## config.mk

```make
export PLATFORM = sky130hd
export DESIGN_NAME = game_judge_flat
export DESIGN_NICKNAME = d
export VERILOG_FILES = /design/src/rtl/game_pkg.sv /design/src/rtl/game_judge_if.sv /design/src/rtl/game_judge_box_overlap.sv /design/src/rtl/game_judge.sv /design/src/flat_wrapper.sv
export SDC_FILE = /design/constraint.sdc
export NUM_CORES = 1
export LEC_CHECK = 0
export ABC_AREA = 1
export CAP_MARGIN = 20
export CORE_MARGIN = 5
export CORE_UTILIZATION = 65
export CTS_CLUSTER_DIAMETER = 80
export DETAILED_ROUTE_END_ITERATION = 8
export PLACE_DENSITY_LB_ADDON = 0.2
export SLEW_MARGIN = 25
export SYNTH_ARGS = -nofsm -noshare
export SYNTH_HDL_FRONTEND = slang
export SYNTH_HIERARCHICAL = 1
export SYNTH_SLANG_ARGS = --single-unit
```

## constraint.sdc

```tcl
create_clock -name clk -period 6.7 [get_ports clk]
set_input_delay 1.34 -clock clk [delete_from_list [all_inputs] [get_ports clk]]
set_output_delay 1.34 -clock clk [all_outputs]
set_load 0.02 [all_outputs]
```

## src/rtl/game_pkg.sv

```systemverilog
// Shared game constants: state_fsm codes, sprite sizes, judge FSM states.
package game_pkg;

    localparam logic [1:0] GAME_INIT    = 2'd0;
    localparam logic [1:0] GAME_RUNNING = 2'd1;
    localparam logic [1:0] GAME_OVER    = 2'd2;
    localparam logic [1:0] GAME_SUCCESS = 2'd3;

    localparam int unsigned MARIO_W_PX       = 34;
    localparam int unsigned MARIO_H_PX       = 36;
    localparam int unsigned QUEUE_W_PX       = 44;
    localparam int unsigned QUEUE_H_PX       = 50;
    localparam int unsigned BARREL_ROLL_W_PX = 32;
    localparam int unsigned BARREL_FALL_W_PX = 42;
    localparam int unsigned BARREL_H_PX      = 24;

    typedef enum logic [2:0] {
        J_IDLE     = 3'd0,
        J_PLAY     = 3'd1,
        J_COOLDOWN = 3'd2,
        J_LOST     = 3'd3,
        J_WON      = 3'd4
    } judge_state_e;

    function automatic logic [10:0] sat_sub(
        input logic [10:0] a,
        input logic [10:0] b
    );
        return (a > b) ? (a - b) : 11'd0;
    endfunction

endpackage

```

## src/rtl/game_judge_if.sv

```systemverilog
// Sprite positions in, game verdict out, between the movers and game_judge.
interface game_judge_if;

    logic       tick;
    logic       running;
    logic [9:0] mario_x;
    logic [8:0] mario_y;
    logic [9:0] barrel_x;
    logic [8:0] barrel_y;
    logic [9:0] barrel_w;
    logic [8:0] barrel_h;
    logic       barrel_active;
    logic [9:0] queue_x;
    logic [8:0] queue_y;
    logic       over;
    logic       success;
    logic       hit;
    logic [1:0] lives;
    logic       invuln;

    modport master (
        output tick, running,
        output mario_x, mario_y,
        output barrel_x, barrel_y,
        output barrel_w, barrel_h,
        output barrel_active,
        output queue_x, queue_y,
        input  over, success, hit,
        input  lives, invuln
    );

    modport slave (
        input  tick, running,
        input  mario_x, mario_y,
        input  barrel_x, barrel_y,
        input  barrel_w, barrel_h,
        input  barrel_active,
        input  queue_x, queue_y,
        output over, success, hit,
        output lives, invuln
    );

endinterface

```

## src/rtl/game_judge_box_overlap.sv

```systemverilog
// Strict axis-aligned box overlap on 11-bit edges; touching edges miss.
module box_overlap (
    input  logic [10:0] ax_i,
    input  logic [10:0] ay_i,
    input  logic [10:0] aw_i,
    input  logic [10:0] ah_i,
    input  logic [10:0] bx_i,
    input  logic [10:0] by_i,
    input  logic [10:0] bw_i,
    input  logic [10:0] bh_i,
    output logic        hit_o
);

    logic x_ovl;
    logic y_ovl;

    assign x_ovl = (ax_i < bx_i + bw_i) && (bx_i < ax_i + aw_i);
    assign y_ovl = (ay_i < by_i + bh_i) && (by_i < ay_i + ah_i);
    assign hit_o = x_ovl && y_ovl;

endmodule

```

## src/rtl/game_judge.sv

```systemverilog
// Per-tick game judge: debounced barrel/queen hits, lives, invulnerability.
// Define GAME_JUDGE_DEBUG_EN to add the dbg_o status word.
module game_judge
    import game_pkg::*;
#(
    parameter int unsigned MARIO_W      = MARIO_W_PX,
    parameter int unsigned MARIO_H      = MARIO_H_PX,
    parameter int unsigned QUEUE_W      = QUEUE_W_PX,
    parameter int unsigned QUEUE_H      = QUEUE_H_PX,
    parameter int unsigned HIT_CONFIRM  = 2,
    parameter int unsigned LIVES        = 3,
    parameter int unsigned INVULN_TICKS = 32
) (
    input  logic        clk,
    input  logic        rst_n,
    game_judge_if.slave bus
`ifdef GAME_JUDGE_DEBUG_EN
    ,
    output logic [31:0] dbg_o
`endif
);

    localparam logic [2:0] S_IDLE = J_IDLE;
    localparam logic [2:0] S_PLAY = J_PLAY;
    localparam logic [2:0] S_COOL = J_COOLDOWN;
    localparam logic [2:0] S_LOST = J_LOST;
    localparam logic [2:0] S_WON  = J_WON;

    localparam logic [2:0] HC = 3'(HIT_CONFIRM);
    localparam logic [1:0] LV = 2'(LIVES);
    localparam logic [5:0] IT = 6'(INVULN_TICKS);

    logic        s1_tick_q;
    logic        s1_bact_q;
    logic [10:0] s1_mx_q, s1_my_q;
    logic [10:0] s1_bx_q, s1_by_q;
    logic [10:0] s1_bw_q, s1_bh_q;
    logic [10:0] s1_qx_q, s1_qy_q;

    always_ff @(posedge clk or negedge rst_n) begin
        if (!rst_n) begin
            s1_tick_q <= 1'b0;
            s1_bact_q <= 1'b0;
            s1_mx_q   <= '0;
            s1_my_q   <= '0;
            s1_bx_q   <= '0;
            s1_by_q   <= '0;
            s1_bw_q   <= '0;
            s1_bh_q   <= '0;
            s1_qx_q   <= '0;
            s1_qy_q   <= '0;
        end else begin
            s1_tick_q <= bus.tick;
            if (bus.tick) begin
                s1_bact_q <= bus.barrel_active;
                s1_mx_q   <= {1'b0, bus.mario_x};
                s1_my_q   <= {2'b0, bus.mario_y};
                s1_bx_q   <= {1'b0, bus.barrel_x};
                s1_by_q   <= {2'b0, bus.barrel_y};
                s1_bw_q   <= {1'b0, bus.barrel_w};
                s1_bh_q   <= {2'b0, bus.barrel_h};
                // queen arrives as a centre point; convert to top-left
                s1_qx_q   <= sat_sub({1'b0, bus.queue_x},
                                     11'(QUEUE_W / 2));
                s1_qy_q   <= sat_sub({2'b0, bus.queue_y},
                                     11'(QUEUE_H / 2));
            end
        end
    end

    logic bar_ovl;
    logic que_ovl;

    box_overlap u_bar_ovl (
        .ax_i  (s1_mx_q),
        .ay_i  (s1_my_q),
        .aw_i  (11'(MARIO_W)),
        .ah_i  (11'(MARIO_H)),
        .bx_i  (s1_bx_q),
        .by_i  (s1_by_q),
        .bw_i  (s1_bw_q),
        .bh_i  (s1_bh_q),
        .hit_o (bar_ovl)
    );

    box_overlap u_que_ovl (
        .ax_i  (s1_mx_q),
        .ay_i  (s1_my_q),
        .aw_i  (11'(MARIO_W)),
        .ah_i  (11'(MARIO_H)),
        .bx_i  (s1_qx_q),
        .by_i  (s1_qy_q),
        .bw_i  (11'(QUEUE_W)),
        .bh_i  (11'(QUEUE_H)),
        .hit_o (que_ovl)
    );

    logic s2_tick_q;
    logic s2_bhit_q;
    logic s2_qhit_q;

    always_ff @(posedge clk or negedge rst_n) begin
        if (!rst_n) begin
            s2_tick_q <= 1'b0;
            s2_bhit_q <= 1'b0;
            s2_qhit_q <= 1'b0;
        end else begin
            s2_tick_q <= s1_tick_q;
            s2_bhit_q <= bar_ovl & s1_bact_q;
            s2_qhit_q <= que_ovl;
        end
    end

    logic [2:0] state_q, state_d;
    logic [1:0] lives_q, lives_d;
    logic [5:0] cd_q, cd_d;
    logic [2:0] bcnt_q, bcnt_d;
    logic [2:0] qcnt_q, qcnt_d;
    logic       hit_q, hit_d;
    logic [2:0] bcnt_nx, qcnt_nx;
    logic       bconf, qconf;

    always_comb begin
        bcnt_nx = 3'd0;
        qcnt_nx = 3'd0;
        if (s2_bhit_q)
            bcnt_nx = (bcnt_q == HC) ? HC : bcnt_q + 3'd1;
        if (s2_qhit_q)
            qcnt_nx = (qcnt_q == HC) ? HC : qcnt_q + 3'd1;
        // a confirm is the tick the count first reaches HC
        bconf = (bcnt_nx == HC) && (bcnt_q != HC);
        qconf = (qcnt_nx == HC) && (qcnt_q != HC);

        state_d = state_q;
        lives_d = lives_q;
        cd_d    = cd_q;
        bcnt_d  = bcnt_q;
        qcnt_d  = qcnt_q;
        hit_d   = 1'b0;

        if (!bus.running) begin
            state_d = S_IDLE;
            cd_d    = '0;
            bcnt_d  = '0;
            qcnt_d  = '0;
        end else begin
            case (state_q)
                S_IDLE: begin
                    state_d = S_PLAY;
                    lives_d = LV;
                    bcnt_d  = '0;
                    qcnt_d  = '0;
                end
                S_PLAY: if (s2_tick_q) begin
                    bcnt_d = bcnt_nx;
                    qcnt_d = qcnt_nx;
                    if (bconf) begin
                        hit_d   = 1'b1;
                        bcnt_d  = '0;
                        lives_d = lives_q - 2'd1;
                        if (lives_q == 2'd1) begin
                            state_d = S_LOST;
                        end else if (qconf) begin
                            state_d = S_WON;
                        end else begin
                            state_d = S_COOL;
                            cd_d    = IT;
                        end
                    end else if (qconf) begin
                        state_d = S_WON;
                    end
                end
                S_COOL: if (s2_tick_q) begin
                    bcnt_d = '0;
                    qcnt_d = qcnt_nx;
                    cd_d   = cd_q - 6'd1;
                    if (qconf) begin
                        state_d = S_WON;
                        cd_d    = '0;
                    end else if (cd_q == 6'd1) begin
                        state_d = S_PLAY;
                    end
                end
                S_LOST, S_WON: begin
                end
                default: state_d = S_IDLE;
            endcase
        end
    end

    always_ff @(posedge clk or negedge rst_n) begin
        if (!rst_n) begin
            state_q <= S_IDLE;
            lives_q <= LV;
            cd_q    <= '0;
            bcnt_q  <= '0;
            qcnt_q  <= '0;
            hit_q   <= 1'b0;
        end else begin
            state_q <= state_d;
            lives_q <= lives_d;
            cd_q    <= cd_d;
            bcnt_q  <= bcnt_d;
            qcnt_q  <= qcnt_d;
            hit_q   <= hit_d;
        end
    end

    assign bus.over    = (state_q == S_LOST);
    assign bus.success = (state_q == S_WON);
    assign bus.invuln  = (state_q == S_COOL);
    assign bus.hit     = hit_q;
    assign bus.lives   = lives_q;

`ifdef GAME_JUDGE_DEBUG_EN
    assign dbg_o = {2'b00, state_q, lives_q, bus.invuln,
                    bcnt_q, qcnt_q, cd_q, 12'b0};
`endif

endmodule

```

## src/flat_wrapper.sv

```systemverilog
// flat-port wrapper written by rule: the top's interface ports become plain ports
module game_judge_flat import game_pkg::*;
#(
    parameter int unsigned MARIO_W      = MARIO_W_PX,
    parameter int unsigned MARIO_H      = MARIO_H_PX,
    parameter int unsigned QUEUE_W      = QUEUE_W_PX,
    parameter int unsigned QUEUE_H      = QUEUE_H_PX,
    parameter int unsigned HIT_CONFIRM  = 2,
    parameter int unsigned LIVES        = 3,
    parameter int unsigned INVULN_TICKS = 32
)
  (clk, rst_n, bus_tick, bus_running, bus_mario_x, bus_mario_y, bus_barrel_x, bus_barrel_y, bus_barrel_w, bus_barrel_h, bus_barrel_active, bus_queue_x, bus_queue_y, bus_over, bus_success, bus_hit, bus_lives, bus_invuln);
  game_judge_if bus_i ();
  input  logic clk;
  input  logic rst_n;
  input wire logic [$bits(bus_i.tick)-1:0] bus_tick;
  input wire logic [$bits(bus_i.running)-1:0] bus_running;
  input wire logic [$bits(bus_i.mario_x)-1:0] bus_mario_x;
  input wire logic [$bits(bus_i.mario_y)-1:0] bus_mario_y;
  input wire logic [$bits(bus_i.barrel_x)-1:0] bus_barrel_x;
  input wire logic [$bits(bus_i.barrel_y)-1:0] bus_barrel_y;
  input wire logic [$bits(bus_i.barrel_w)-1:0] bus_barrel_w;
  input wire logic [$bits(bus_i.barrel_h)-1:0] bus_barrel_h;
  input wire logic [$bits(bus_i.barrel_active)-1:0] bus_barrel_active;
  input wire logic [$bits(bus_i.queue_x)-1:0] bus_queue_x;
  input wire logic [$bits(bus_i.queue_y)-1:0] bus_queue_y;
  output wire logic [$bits(bus_i.over)-1:0] bus_over;
  output wire logic [$bits(bus_i.success)-1:0] bus_success;
  output wire logic [$bits(bus_i.hit)-1:0] bus_hit;
  output wire logic [$bits(bus_i.lives)-1:0] bus_lives;
  output wire logic [$bits(bus_i.invuln)-1:0] bus_invuln;
  assign bus_i.tick = bus_tick;
  assign bus_i.running = bus_running;
  assign bus_i.mario_x = bus_mario_x;
  assign bus_i.mario_y = bus_mario_y;
  assign bus_i.barrel_x = bus_barrel_x;
  assign bus_i.barrel_y = bus_barrel_y;
  assign bus_i.barrel_w = bus_barrel_w;
  assign bus_i.barrel_h = bus_barrel_h;
  assign bus_i.barrel_active = bus_barrel_active;
  assign bus_i.queue_x = bus_queue_x;
  assign bus_i.queue_y = bus_queue_y;
  assign bus_over = bus_i.over;
  assign bus_success = bus_i.success;
  assign bus_hit = bus_i.hit;
  assign bus_lives = bus_i.lives;
  assign bus_invuln = bus_i.invuln;
  game_judge #(.MARIO_W(MARIO_W), .MARIO_H(MARIO_H), .QUEUE_W(QUEUE_W), .QUEUE_H(QUEUE_H), .HIT_CONFIRM(HIT_CONFIRM), .LIVES(LIVES), .INVULN_TICKS(INVULN_TICKS)) u_core (.clk(clk), .rst_n(rst_n), .bus(bus_i));
endmodule
```

### Word-level counts from Yosys, hierarchy flattened

Cells that the tools add are included.
W data, S select, Z words.

* output and inout bits: 6
* flip-flop bits (word level): 102
* logic and storage cells: 124

* reduce and logical (&&, ||, !) cells: 17
* equality and inequality tests: 26
* order comparisons: 10
* bitwise logic cells: 1
* $add $sub $neg: 12
* multiplexer cells: 39

Operator list (number)
* $mux W3: 19
* $mux W6: 7
* $lt A10 B11 Y1: 3
* $add A11 B6 Y11 const B: 2
* $lt A11 B11 Y1: 2
* $mux W11: 2
* $ne A3 B2 Y1 const B: 7
* $lt A9 B10 Y1: 2
* $eq A3 B2 Y1 const B: 6
* $pmux W3 S4: 1
* $pmux W6 S2: 1
* $add A10 B10 Y11: 1
* $add A10 B6 Y11 const B: 1
* $lt A9 B11 Y1: 1
* $sub A10 B5 Y11 const B: 1
* $add A9 B6 Y10 const B: 1
* $add A9 B9 Y10: 1
* $gt A10 B5 Y1 const B: 1
* $sub A9 B5 Y10 const B: 1
* $gt A9 B5 Y1 const B: 1
* $pmux W3 S3: 1
* $logic_and A1 B1 Y1: 8
* $ne A4 B2 Y1 const B: 2
* $add A3 B1 Y3 const B: 2
* other kinds (24): 31

### Logic depth before layout (Yosys ltp)

Gate-level depths: netlist (run 1).

* depth in word-level cells: 11
* gate-level depth with buffers: 19
* mapped depth without buffers: 19

### By module

Netlist (run 1), hierarchy kept.

Modules (own cells, without submodules)
* box_overlap: sequential area each 0.0 sq um, area an instance 3016.6 sq um, cells an instance 488, times used 2
* game_judge: sequential area each 2529.9 sq um, area an instance 4593.2 sq um, cells an instance 418, times used 1

### Worst setup path before layout (run 1)

No wires, ideal clock.

* kind: register to register
* start: register u_core.s1_bx_q[0]
* end: register u_core.s2_bhit_q
* path buffers: 0
* setup slack: 4284 ps
* setup time: 113 ps
* arrival: 2303 ps
* data required time: 6587 ps
* cell stages (with the launch flop): 18
* path through: dfrtp_1 -> ha_1 -> fa_1 -> nand2_1 -> nand2_1 -> o21ai_2 -> o21ai_2 -> xor2_1 -> ha_1 -> nand2_1 -> nor2_1 -> nand2_1 -> a21oi_1 -> nor2_1 -> nand2_1 -> nor2_1 -> nand2_1 -> inv_1

* cells in the longest elaborated chain, start to end: 5
* elaborated cells between the ends (all ways): 6

RTL lines
* start: declaration: RTL line game_judge.sv:36 `logic [10:0] s1_bx_q, s1_by_q;`
* start signal: assignment: RTL line game_judge.sv:58 `s1_bx_q <= {1'b0, bus.barrel_x};`
* $add A10 B10 Y11: RTL line game_judge_box_overlap.sv:17 `assign x_ovl = (ax_i < bx_i + bw_i) && (bx_i < ax_i + aw_i);`
* $lt A10 B11 Y1: RTL line game_judge_box_overlap.sv:17
* $logic_and A1 B1 Y1 (*): RTL line game_judge_box_overlap.sv:17
* $logic_and A1 B1 Y1 (*): RTL line game_judge_box_overlap.sv:19 `assign hit_o = x_ovl && y_ovl;`
* named net u_core.bar_ovl: RTL line game_judge.sv:71 `logic bar_ovl;`
* $and A1 B1 Y1 (*): RTL line game_judge.sv:109 `s2_bhit_q <= bar_ovl & s1_bact_q;`
* end signal: assignment: RTL line game_judge.sv:109
* end: declaration: RTL line game_judge.sv:99 `logic s2_bhit_q;`

Mark *: on every way through the listed nets, which the timed path passes. The rest lies on a longest branch.
A chain may end at the register's enable or synchronous reset.

### Final worst setup path (run 1)

* start: register u_core.state_q[2]
* end: output bus_invuln

* cells in the longest elaborated chain, start to end: 1

RTL lines
* start: declaration: RTL line game_judge.sv:114 `logic [2:0] state_q, state_d;`
* start signal: assignment: RTL line game_judge.sv:200 `state_q <= state_d;`
* $eq A3 B2 Y1: RTL line game_judge.sv:211 `assign bus.invuln = (state_q == S_COOL);`
* end: declaration: RTL line flat_wrapper.sv:31 `output wire logic [$bits(bus_i.invuln)-1:0] bus_invuln;`

Every way passes these cells.

==> flow_metrics.env, run 1 <==
export IMPL_die_w_um=138
export IMPL_min_path_type="reg2reg"
export IMPL_antenna_cells=0
export IMPL_rsz0062_at_grt="false"
export IMPL_setup_violations=0
export IMPL_wl_per_cell_um=14.0
export IMPL_n_fill_cell=1265
export IMPL_start_util=0.667
export IMPL_max_freq_mhz=313
export IMPL_end_kind="output pin"
export IMPL_cp_top_family="buffers and inverters"
export IMPL_timing_final_crit_share=0.476
export IMPL_cts_root_buf="clkbuf_16"
export IMPL_synth_top_area_share=0.233
export IMPL_r2r_start="u_core/s1_bx_q[0]"
export IMPL_synth_edf_count=0
export IMPL_dp_hpwl_um=20200
export IMPL_hold_viol=0
export IMPL_grt_max_degree=85
export IMPL_die_h_um=138
export IMPL_p_total_w=0.00264
export IMPL_cts_setup_buffers=0
export IMPL_slowest_delay_ns=0.62
export IMPL_status="finished, final reports clean"
export IMPL_synth_area_leader_cell="dfrtp_1"
export IMPL_grt_pass1_vias=9428
export IMPL_insertion_delay_ns=0.36
export IMPL_syn_area_per_cell_um2=7.62
export IMPL_wl_um=25200
export IMPL_peakVddDrop_mv=0.175
export IMPL_startpoint_type="flop"
export IMPL_fin_setup_tns_ns=0
export IMPL_clock_sinks=101
export IMPL_ctsResizeCount=0
export IMPL_drc=0
export IMPL_finClkSkew_ns=0.0106
export IMPL_async_flop_share=1.00
export IMPL_htreeDepth=3
export IMPL_finalCriticalPeriod_ns=3.19
export IMPL_first_pass_iters=5
export IMPL_worstSetupPathType="reg2out"
export IMPL_cts_tree="yes"
export IMPL_path_depth=4
export IMPL_yosys_warnings=6
export IMPL_drt_iter0_drc=518
export IMPL_required_ns=5.36
export IMPL_path_buf_inv=3
export IMPL_drive_gt1_frac=0.0950
export IMPL_final_util=0.774
export IMPL_crit_arrival_ns=1.85
export IMPL_nNetsFinal=1833
export IMPL_crit_chain="inv_2 -> nand3_2 -> inv_1 -> clkdlybuf4s50_1"
export IMPL_grt_overflow=0
export IMPL_cap_violations=0
export IMPL_slew_limit_headroom=0.322
export IMPL_routabilityCongestion=0.943
export IMPL_synthTopCellsByArea="dfrtp_1 (23%), ha_1 (20%), nand2_1 (11%)"
export IMPL_vias_per_cell=5.34
export IMPL_grt_pass1_wl_um=42600
export IMPL_placed_cell_area_um2=12100
export IMPL_via_count=9591
export IMPL_drv_slew=0
export IMPL_powerDensity_nw_per_um2=214
export IMPL_synth_area_um2=10600
export IMPL_cts_made_buffers=9
export IMPL_rows=46
export IMPL_synthTopCellsByCount="nand2_1 (322), inv_1 (176), ha_1 (170), nor2_1 (118), dfrtp_1 (99)"
export IMPL_clock_path_buffers=2
export IMPL_cp_endpoint="bus_invuln"
export IMPL_fin_area_um2=12300
export IMPL_synth_seq_cells=101
export IMPL_path_max_fanout=6
export IMPL_grt_antenna_before_repair=0
export IMPL_portBuffers=86
export IMPL_clk_transition_reported_paths_ns=0.08
export IMPL_leakage_nw=6.39
export IMPL_crit_slowest_cell="clkdlybuf4s50_1"
export IMPL_area_growth_pct=16.2
export IMPL_detail_route_antenna_nets=0
export IMPL_r2r_cells=18
export IMPL_die_area_um2=19000
export IMPL_ys_flop_type="dfrtp_1"
export IMPL_ys_seq_area_frac=0.238
export IMPL_hold_buffers=0
export IMPL_yosys_cell_types_count=39
export IMPL_postSynthCellCount=1394
export IMPL_worstMarginPinSlew_ns=1.02
export IMPL_rr_endpoint="u_core/s2_bhit_q"
export IMPL_ios=87
export IMPL_cp_startpoint="u_core/state_q[2]"
export IMPL_synth_most_common_cell="nand2_1"
export IMPL_grt_use_total=0.278
export IMPL_reg2reg_slack_ns=3.95
export IMPL_core_area_um2=15900
-- per-layer routing --
layer | vias up | part of all wire | track usage
met2 | 235 | 0.48 | 0.490
met5 | - | 0 | 0
met1 | 4397 | 0.45 | 0.354
met4 | 0 | 0.022 | 0.0774
met3 | 40 | 0.044 | 0.0414
li1 | 4919 | - | -
-- state kept, by name, indices dropped and copies added (netlist names) --
signal,cells
u_core/bus.lives,2
u_core/s2_tick_q,1
u_core/bcnt_q,3
u_core/cd_q,6
u_core/s1_bh_q,9
u_core/s1_by_q,9
u_core/bus.hit,1
u_core/s1_tick_q,1
u_core/s1_bw_q,10
u_core/s1_mx_q,10
u_core/s2_qhit_q,1
u_core/s1_bx_q,10
u_core/qcnt_q,3
u_core/state_q,3
u_core/s1_bact_q,1
u_core/s1_my_q,9
u_core/s1_qx_q,11
u_core/s2_bhit_q,1
u_core/s1_qy_q,10
-- through the flow --
step                      hold WS, ns  setup slack [ns]  instances
after global placement          0.334              3.65       1779
after floorplan                 0.331              4.28       1485
final                           0.349              3.51       1795
after global routing            0.356              3.42       1795
after CTS                       0.345              3.51       1795
after detailed placement        0.340              3.53       1779
-- worst reg2reg max path, stage by stage, from the launching register on --
cell,delay (ns)
dfrtp_1,0.42
ha_1,0.28
fa_1,0.50
nand2_1,0.08
nand2_1,0.07
o21ai_2,0.11
xor2_1,0.27
ha_1,0.30
nand2_1,0.09
nand2_1,0.06
nand2_1,0.05
nand2_1,0.04
nand2_1,0.05
nand2_1,0.05
nor2_1,0.08
nand2_1,0.06
nor2_1,0.09
nand2_1,0.06
inv_1,0.04
-- layout by cell type (no fill, tap or decap), types with 13 or more instances in the layout --
master           instances
nand2_2                 14
nand4_1                 25
o22ai_1                 20
ha_1                   170
o21ai_0                 33
inv_1                  176
o21ai_2                 30
xor2_1                  42
mux2_2                  58
a21oi_1                 91
nor2_1                 118
xnor2_1                 38
o21ai_1                 13
nand2_1                322
conb_1                  93
nand3_1                 70
dfrtp_1                 99
clkdlybuf4s50_1         84
-- layout make-up --
| class | instances | area [um2] | area share |
|---|---|---|---|
| clock buffer | 10 | 229 | 0.0186 |
| clock inverter | 6 | 55.1 | 0.00446 |
| inverter | 184 | 693 | 0.0562 |
| multi-input combinational | 1191 | 7700 | 0.624 |
| sequential | 101 | 2530 | 0.205 |
| tap | 216 | 270 | 0.0219 |
| timing repair buffer | 87 | 863 | 0.0699 |
-- cells by family (layout without fill, tap and decap cells) --
| group | after synthesis | after routing | synth area share |
|---|---|---|---|
| AOI/OAI and AO/OA | 216 | 216 | 0.123 |
| other | 2 | 93 | 0.000707 |
| buffers and inverters | 193 | 287 | 0.0692 |
| and+or+nand+nor | 566 | 566 | 0.227 |
| adders and majority gates | 178 | 178 | 0.215 |
| xor gates and xnor gates | 80 | 80 | 0.0659 |
| DFF | 101 | 101 | 0.238 |
| muxes | 58 | 58 | 0.0615 |
-- where the power goes --
group / switching (W) / total (W) / internal [W]
combinational: 0.000791 / 0.00135 / 0.000559
sequential: 0.0000900 / 0.000770 / 0.000680
clock: 0.000259 / 0.000519 / 0.000260
total: 0.00114 / 0.00264 / 0.00150
-- how the worst min path moves through the flow --
stage,startpoint,to,cells past startpoint
after global routing,u_core/s1_tick_q,u_core/s2_tick_q,0
after floorplan,u_core/s1_tick_q,u_core/s2_tick_q,0
after detailed placement,u_core/s1_tick_q,u_core/s2_tick_q,0
after CTS,u_core/s1_tick_q,u_core/s2_tick_q,0
after global placement,u_core/s1_tick_q,u_core/s2_tick_q,0
final,u_core/s1_tick_q,u_core/s2_tick_q,0
(Power assumes the default switching activity.)
==> run 2: changes to the inputs <==
- CORE_UTILIZATION: 65 -> 55
- clock period: 6.7 -> 2.85 ns (I/O delays scaled with it)
==> run 2 against run 1 <==
  * Global-route usage fell by 5.1 points
  * Non-clock buffer count rose by 10
  * Critical path type is now reg2reg
  * Clock skew rose by 0.0031 ns
  * Highest routed layer unchanged
  * Cell count rose by 3.0%
  * Sequential share of layout area fell by 0.35 points
  * Utilization fell by 11 points
  * Via count fell by 0.81%
  * Combinational power rose by 130%
  * First-iteration DRC count fell by 25%
  * Largest power group unchanged
  * Flip-flop and latch count did not move
  * Wire length fell by 2.4%
  * Cell area rose by 1.7%
  * Largest cell class unchanged
==> flow_metrics.env, run 2 (same netlist as run 1, synthesis figures left out) <==
export IMPL_placed_cell_area_um2=12200
export IMPL_grt_pass1_vias=9011
export IMPL_cts_setup_buffers=0
export IMPL_clk_transition_reported_paths_ns=0.08
export IMPL_r2r_start="u_core/s1_bx_q[0]"
export IMPL_reg2reg_slack_ns=0.17
export IMPL_nNetsFinal=1843
export IMPL_leakage_nw=6.48
export IMPL_setup_violations=0
export IMPL_end_kind="flop"
export IMPL_clock_sinks=101
export IMPL_finalCriticalPeriod_ns=2.68
export IMPL_cp_top_family="adder cells"
export IMPL_dp_hpwl_um=20100
export IMPL_crit_arrival_ns=2.93
export IMPL_wl_um=24600
export IMPL_timing_final_crit_share=0.942
export IMPL_grt_antenna_before_repair=0
export IMPL_max_freq_mhz=373
export IMPL_rsz0062_at_grt="false"
export IMPL_vias_per_cell=5.14
export IMPL_cts_made_buffers=9
export IMPL_cap_violations=0
export IMPL_grt_overflow=0
export IMPL_grt_max_degree=49
export IMPL_core_area_um2=18900
export IMPL_antenna_cells=0
export IMPL_drt_iter0_drc=389
export IMPL_cp_endpoint="u_core/s2_bhit_q"
export IMPL_path_common_cell="nand2_1"
export IMPL_required_ns=3.10
export IMPL_min_path_type="in2async"
export IMPL_worstSetupPathType="reg2reg"
export IMPL_path_buf_inv=1
export IMPL_grt_use_total=0.227
export IMPL_clock_path_buffers=2
export IMPL_layout_commonest_cell="nand2_1"
export IMPL_fin_setup_tns_ns=0
export IMPL_worstMarginPinSlew_ns=0.562
export IMPL_hold_buffers=0
export IMPL_p_total_w=0.00639
export IMPL_largest_reg_flops=11
export IMPL_ctsResizeCount=0
export IMPL_ios=87
export IMPL_routabilityCongestion=0.884
export IMPL_crit_slowest_cell="fa_1"
export IMPL_status="finished, final reports clean"
export IMPL_drc=0
export IMPL_drive_gt1_frac=0.101
export IMPL_drv_slew=0
export IMPL_die_h_um=149
export IMPL_slowest_delay_ns=0.49
export IMPL_peakVddDrop_mv=0.319
export IMPL_cts_tree="yes"
export IMPL_fin_area_um2=12600
export IMPL_insertion_delay_ns=0.36
export IMPL_powerDensity_nw_per_um2=509
export IMPL_first_pass_iters=6
export IMPL_cp_startpoint="u_core/s1_bx_q[0]"
export IMPL_portBuffers=86
export IMPL_r2r_cells=17
export IMPL_htreeDepth=3
export IMPL_grt_pass1_wl_um=41600
export IMPL_rr_endpoint="u_core/s2_bhit_q"
export IMPL_path_depth=17
export IMPL_slew_limit_headroom=0.625
export IMPL_die_w_um=149
export IMPL_area_growth_pct=18.1
export IMPL_via_count=9513
export IMPL_path_max_fanout=3
export IMPL_crit_chain="ha_1 -> fa_1 -> nand2_1 -> nand2_1 -> o21ai_2 -> o21ai_2 -> xor2_1 -> ha_1 -> nand2_1 -> nor2_1 -> nand2_1 -> a21oi_1 -> nor2_1 -> nand2_1 -> nor2_1 -> nand2_1 -> inv_1"
export IMPL_finClkSkew_ns=0.0137
export IMPL_start_util=0.562
export IMPL_startpoint_type="flop"
export IMPL_cts_root_buf="clkbuf_16"
export IMPL_rows=50
export IMPL_hold_ws_ns=0.199
export IMPL_die_area_um2=22200
export IMPL_final_cell_mix="nand2_1 (322), inv_1 (176), ha_1 (170)"
export IMPL_hold_viol=0
export IMPL_wl_per_cell_um=13.3
export IMPL_largest_register="u_core/s1_qx_q"
export IMPL_detail_route_antenna_nets=0
==> run 2: changes by cell type in the layout (fill, tap and decap cells not counted), sizes merged <==
| cell | change |
|---|---|
| buf | +10 |
| bufinv | +3 |
| clkinv | -2 |
| clkinvlp | +1 |
| inv | -2 |
==> run 2: layer usage <==
metal  vias to the layer above  track usage  part of all wire
met5                         -            0                 0
met4                         0       0.0540             0.017
met3                        30       0.0283             0.042
met2                       195        0.387              0.47
met1                      4358        0.307              0.47
li1                       4930            -                 -
==> run 2: worst reg2reg max path: cells and delay by family, from the launching register on <==
family	cells	cell delay [ns]
adders and majority gates	3	1.04
xor gates and xnor gates	1	0.16
and+or+nand+nor	9	0.62
DFF	1	0.40
AOI/OAI and AO/OA	3	0.33
buffers and inverters	1	0.03
==> run 2: layout make-up <==
class,instances,area [um2]
clock inverters,6,111
flip-flops and latches,101,2530
fillers,1733,6340
clock buffers,10,229
well taps,260,325
multi-input cells,1191,7700
repair buffers,97,963
inverters,184,693
==> run 2: stage by stage <==
step	std cells	util	setup slack [ns]
2_1_floorplan	1485	-	0.434
3_3_place_gp	1833	0.646	0.277
3_5_place_dp	1833	0.646	0.238
4_1_cts	1849	0.665	0.197
5_1_grt	1849	0.665	0.0104
6_report	1849	0.665	0.166
==> run 2: power breakdown <==
part           switching (W)  internal (W)  total (W)
Clock               0.000574      0.000861    0.00144
Sequential          0.000192       0.00160    0.00179
Combinational        0.00184       0.00132    0.00316
Total                0.00261       0.00378    0.00639
==> run 2: how the worst min path moves through the flow <==
stage	from	endpoint	slack, ns	cells past startpoint
final	rst_n	u_core/s1_qx_q[2]	0.20	1
after CTS	rst_n	u_core/qcnt_q[1]	0.22	1
after floorplan	rst_n	u_core/bcnt_q[0]	0.27	0
after global placement	u_core/s1_tick_q	u_core/s2_tick_q	0.34	0
after detailed placement	u_core/s1_tick_q	u_core/s2_tick_q	0.34	0
after global routing	rst_n	u_core/s1_qx_q[1]	0.23	1
==> RTL edit: new RTL, config.mk and constraints of run 2 <==
Take the reset off `cd_q` and load it in a clocked block of its own.
--- a/src/rtl/game_judge.sv
+++ b/src/rtl/game_judge.sv
@@ -193,5 +193,4 @@
             state_q <= S_IDLE;
             lives_q <= LV;
-            cd_q    <= '0;
             bcnt_q  <= '0;
             qcnt_q  <= '0;
@@ -200,9 +199,12 @@
             state_q <= state_d;
             lives_q <= lives_d;
-            cd_q    <= cd_d;
             bcnt_q  <= bcnt_d;
             qcnt_q  <= qcnt_d;
             hit_q   <= hit_d;
         end
+    end
+
+    always_ff @(posedge clk) begin
+        cd_q <= cd_d;
     end
 
Behaviour: same outputs for any inputs over 10 cycles, from zero or initial values and one cycle with rst_n low; that may be too few to reach the edited logic, so the function may still have changed.
==> RTL edit against run 2 <==
First-iteration DRC count up 6.7%. Global-route usage up 0.42 points. Setup slack better by 0.10 ns. Total power down 1.1%. Die area up 0.14%. Synthesized area up 0.15%. Largest power group unchanged. Design area down 0.54%. Sequential cell count unchanged. Cell count unchanged. Routed wire length up 1.1%.
==> RTL edit: results (changes against run 2) <==
Share of cells above drive strength 1 = 9.50% (was 10.1%)
Yosys cell types = 41 (was 39)
Vias/cell = 5.14 (about the same)
Critical Path Sink = u_core/s2_bhit_q (unchanged)
Overall Global Routing Usage = 23.1% (was 22.7%)
Signal buffers = 90 (was 97)
GP Congestion = 0.880 (was 0.884)
Outcome = completed (unchanged)
CTS resizes = 0 (unchanged)
Slew at the pin with the worst max-slew slack = 0.606 ns (was 0.562 ns)
Fraction of registers with async set/reset = 94.1% (was 100%)
First-pass GRT wire length = 42,700 um (was 41,600 um)
DP Worst Slack = 0.207 ns (was 0.238 ns)
Sequential portion of the cell area = 20.0% (was 20.2%)
Reg2Reg Setup Slack = 0.27 ns (was 0.17 ns)
Clock-cell share of area = 2.46% (was 2.71%)
Post-Route WL = 24,900 um (was 24,600 um)
Largest net degree at the start of global routing = 53 (was 49)
#MultiIn Comb = 1,204 (was 1,191)
Sequential area share after synthesis = 23.5% (was 23.8%)
Fillers = 1,658 (was 1,733)
Minimum clock period = 2.58 ns (was 2.68 ns)
VDD IR max = 0.341 mV (was 0.319 mV)
Number of global-route vias before repair = 9,242 (was 9,011)
Clock Skews = 0.0109 ns (was 0.0137 ns)
Starting DRT DRC Count = 415 (was 389)
Slowest cell on the critical path = fa_2 (was fa_1)
Ranking of synthesized cells by area = dfrtp_1 22%, ha_1 20%, nand2_1 11% (was dfrtp_1 23%, ha_1 20%, nand2_1 11%)
Multi-input combinational area share = 62.2% (was 61.4%)
Standby leakage power = 6.39 nW (was 6.48 nW)
FF+latch count = 101 (unchanged)
Slowest stage delay, CP = 0.41 ns (was 0.49 ns)
Commonest cells post-synth = 318 x nand2_1, 170 x ha_1, 169 x inv_1 (was 322 x nand2_1, 176 x inv_1, 170 x ha_1)
Dpl hpwl = 20,200 um (was 20,100 um)
-- RTL edit: cell types whose count changed after synthesis, moves of 5 or more --
cell,before,now
o21ai_0,33,42
inv_1,176,169
nor2_1,118,125
dfrtp_1,99,93
dfxtp_1,0,6
o21ai_2,30,24
nor3_1,4,9
-- RTL edit: power by group through the flow --
| stage | combinational [mW] | clock [mW] | sequential [mW] |
|---|---|---|---|
| 2_1_floorplan | 2.43 | 0 | 1.77 |
| 3_3_place_gp | 3.04 | 0 | 1.84 |
| 3_5_place_dp | 3.12 | 0 | 1.85 |
| 4_1_cts | 3.14 | 1.34 | 1.82 |
| 5_1_grt | 3.68 | 1.40 | 1.84 |
| 6_report | 3.19 | 1.31 | 1.81 |
-- RTL edit: through the flow --
| stage | instance area (um2) | hold slack [ns] | instances | util (%) |
|---|---|---|---|---|
| global route | 12500 | 0.263 | 1849 | 66.1 |
| floorplan | 11000 | 0.274 | 1493 | - |
| detailed placement | 12200 | 0.351 | 1833 | 64.4 |
| finish | 12500 | 0.215 | 1849 | 66.1 |
| CTS | 12500 | 0.233 | 1849 | 66.0 |
| global placement | 12200 | 0.333 | 1833 | 64.4 |
-- RTL edit: kinds of logic after synthesis --
logic type	count (synthesis)	share of synthesized area [%]
buffers and inverters	188	6.77
AND/OR/NAND/NOR	576	23.1
other	2	0.0706
flip-flops	101	23.5
multiplexers	58	6.14
XOR/XNOR	81	6.67
adder cells (fa/ha/maj)	178	21.5
AO/OA/AOI/OAI	218	12.3
-- RTL edit: per-layer routing --
layer	track usage, %	wire (um)	up-vias
met3	3.07	1040	21
met4	4.71	308	0
li1	-	-	4935
met1	31.0	11700	4357
met2	40.0	11800	192
met5	0	0	-
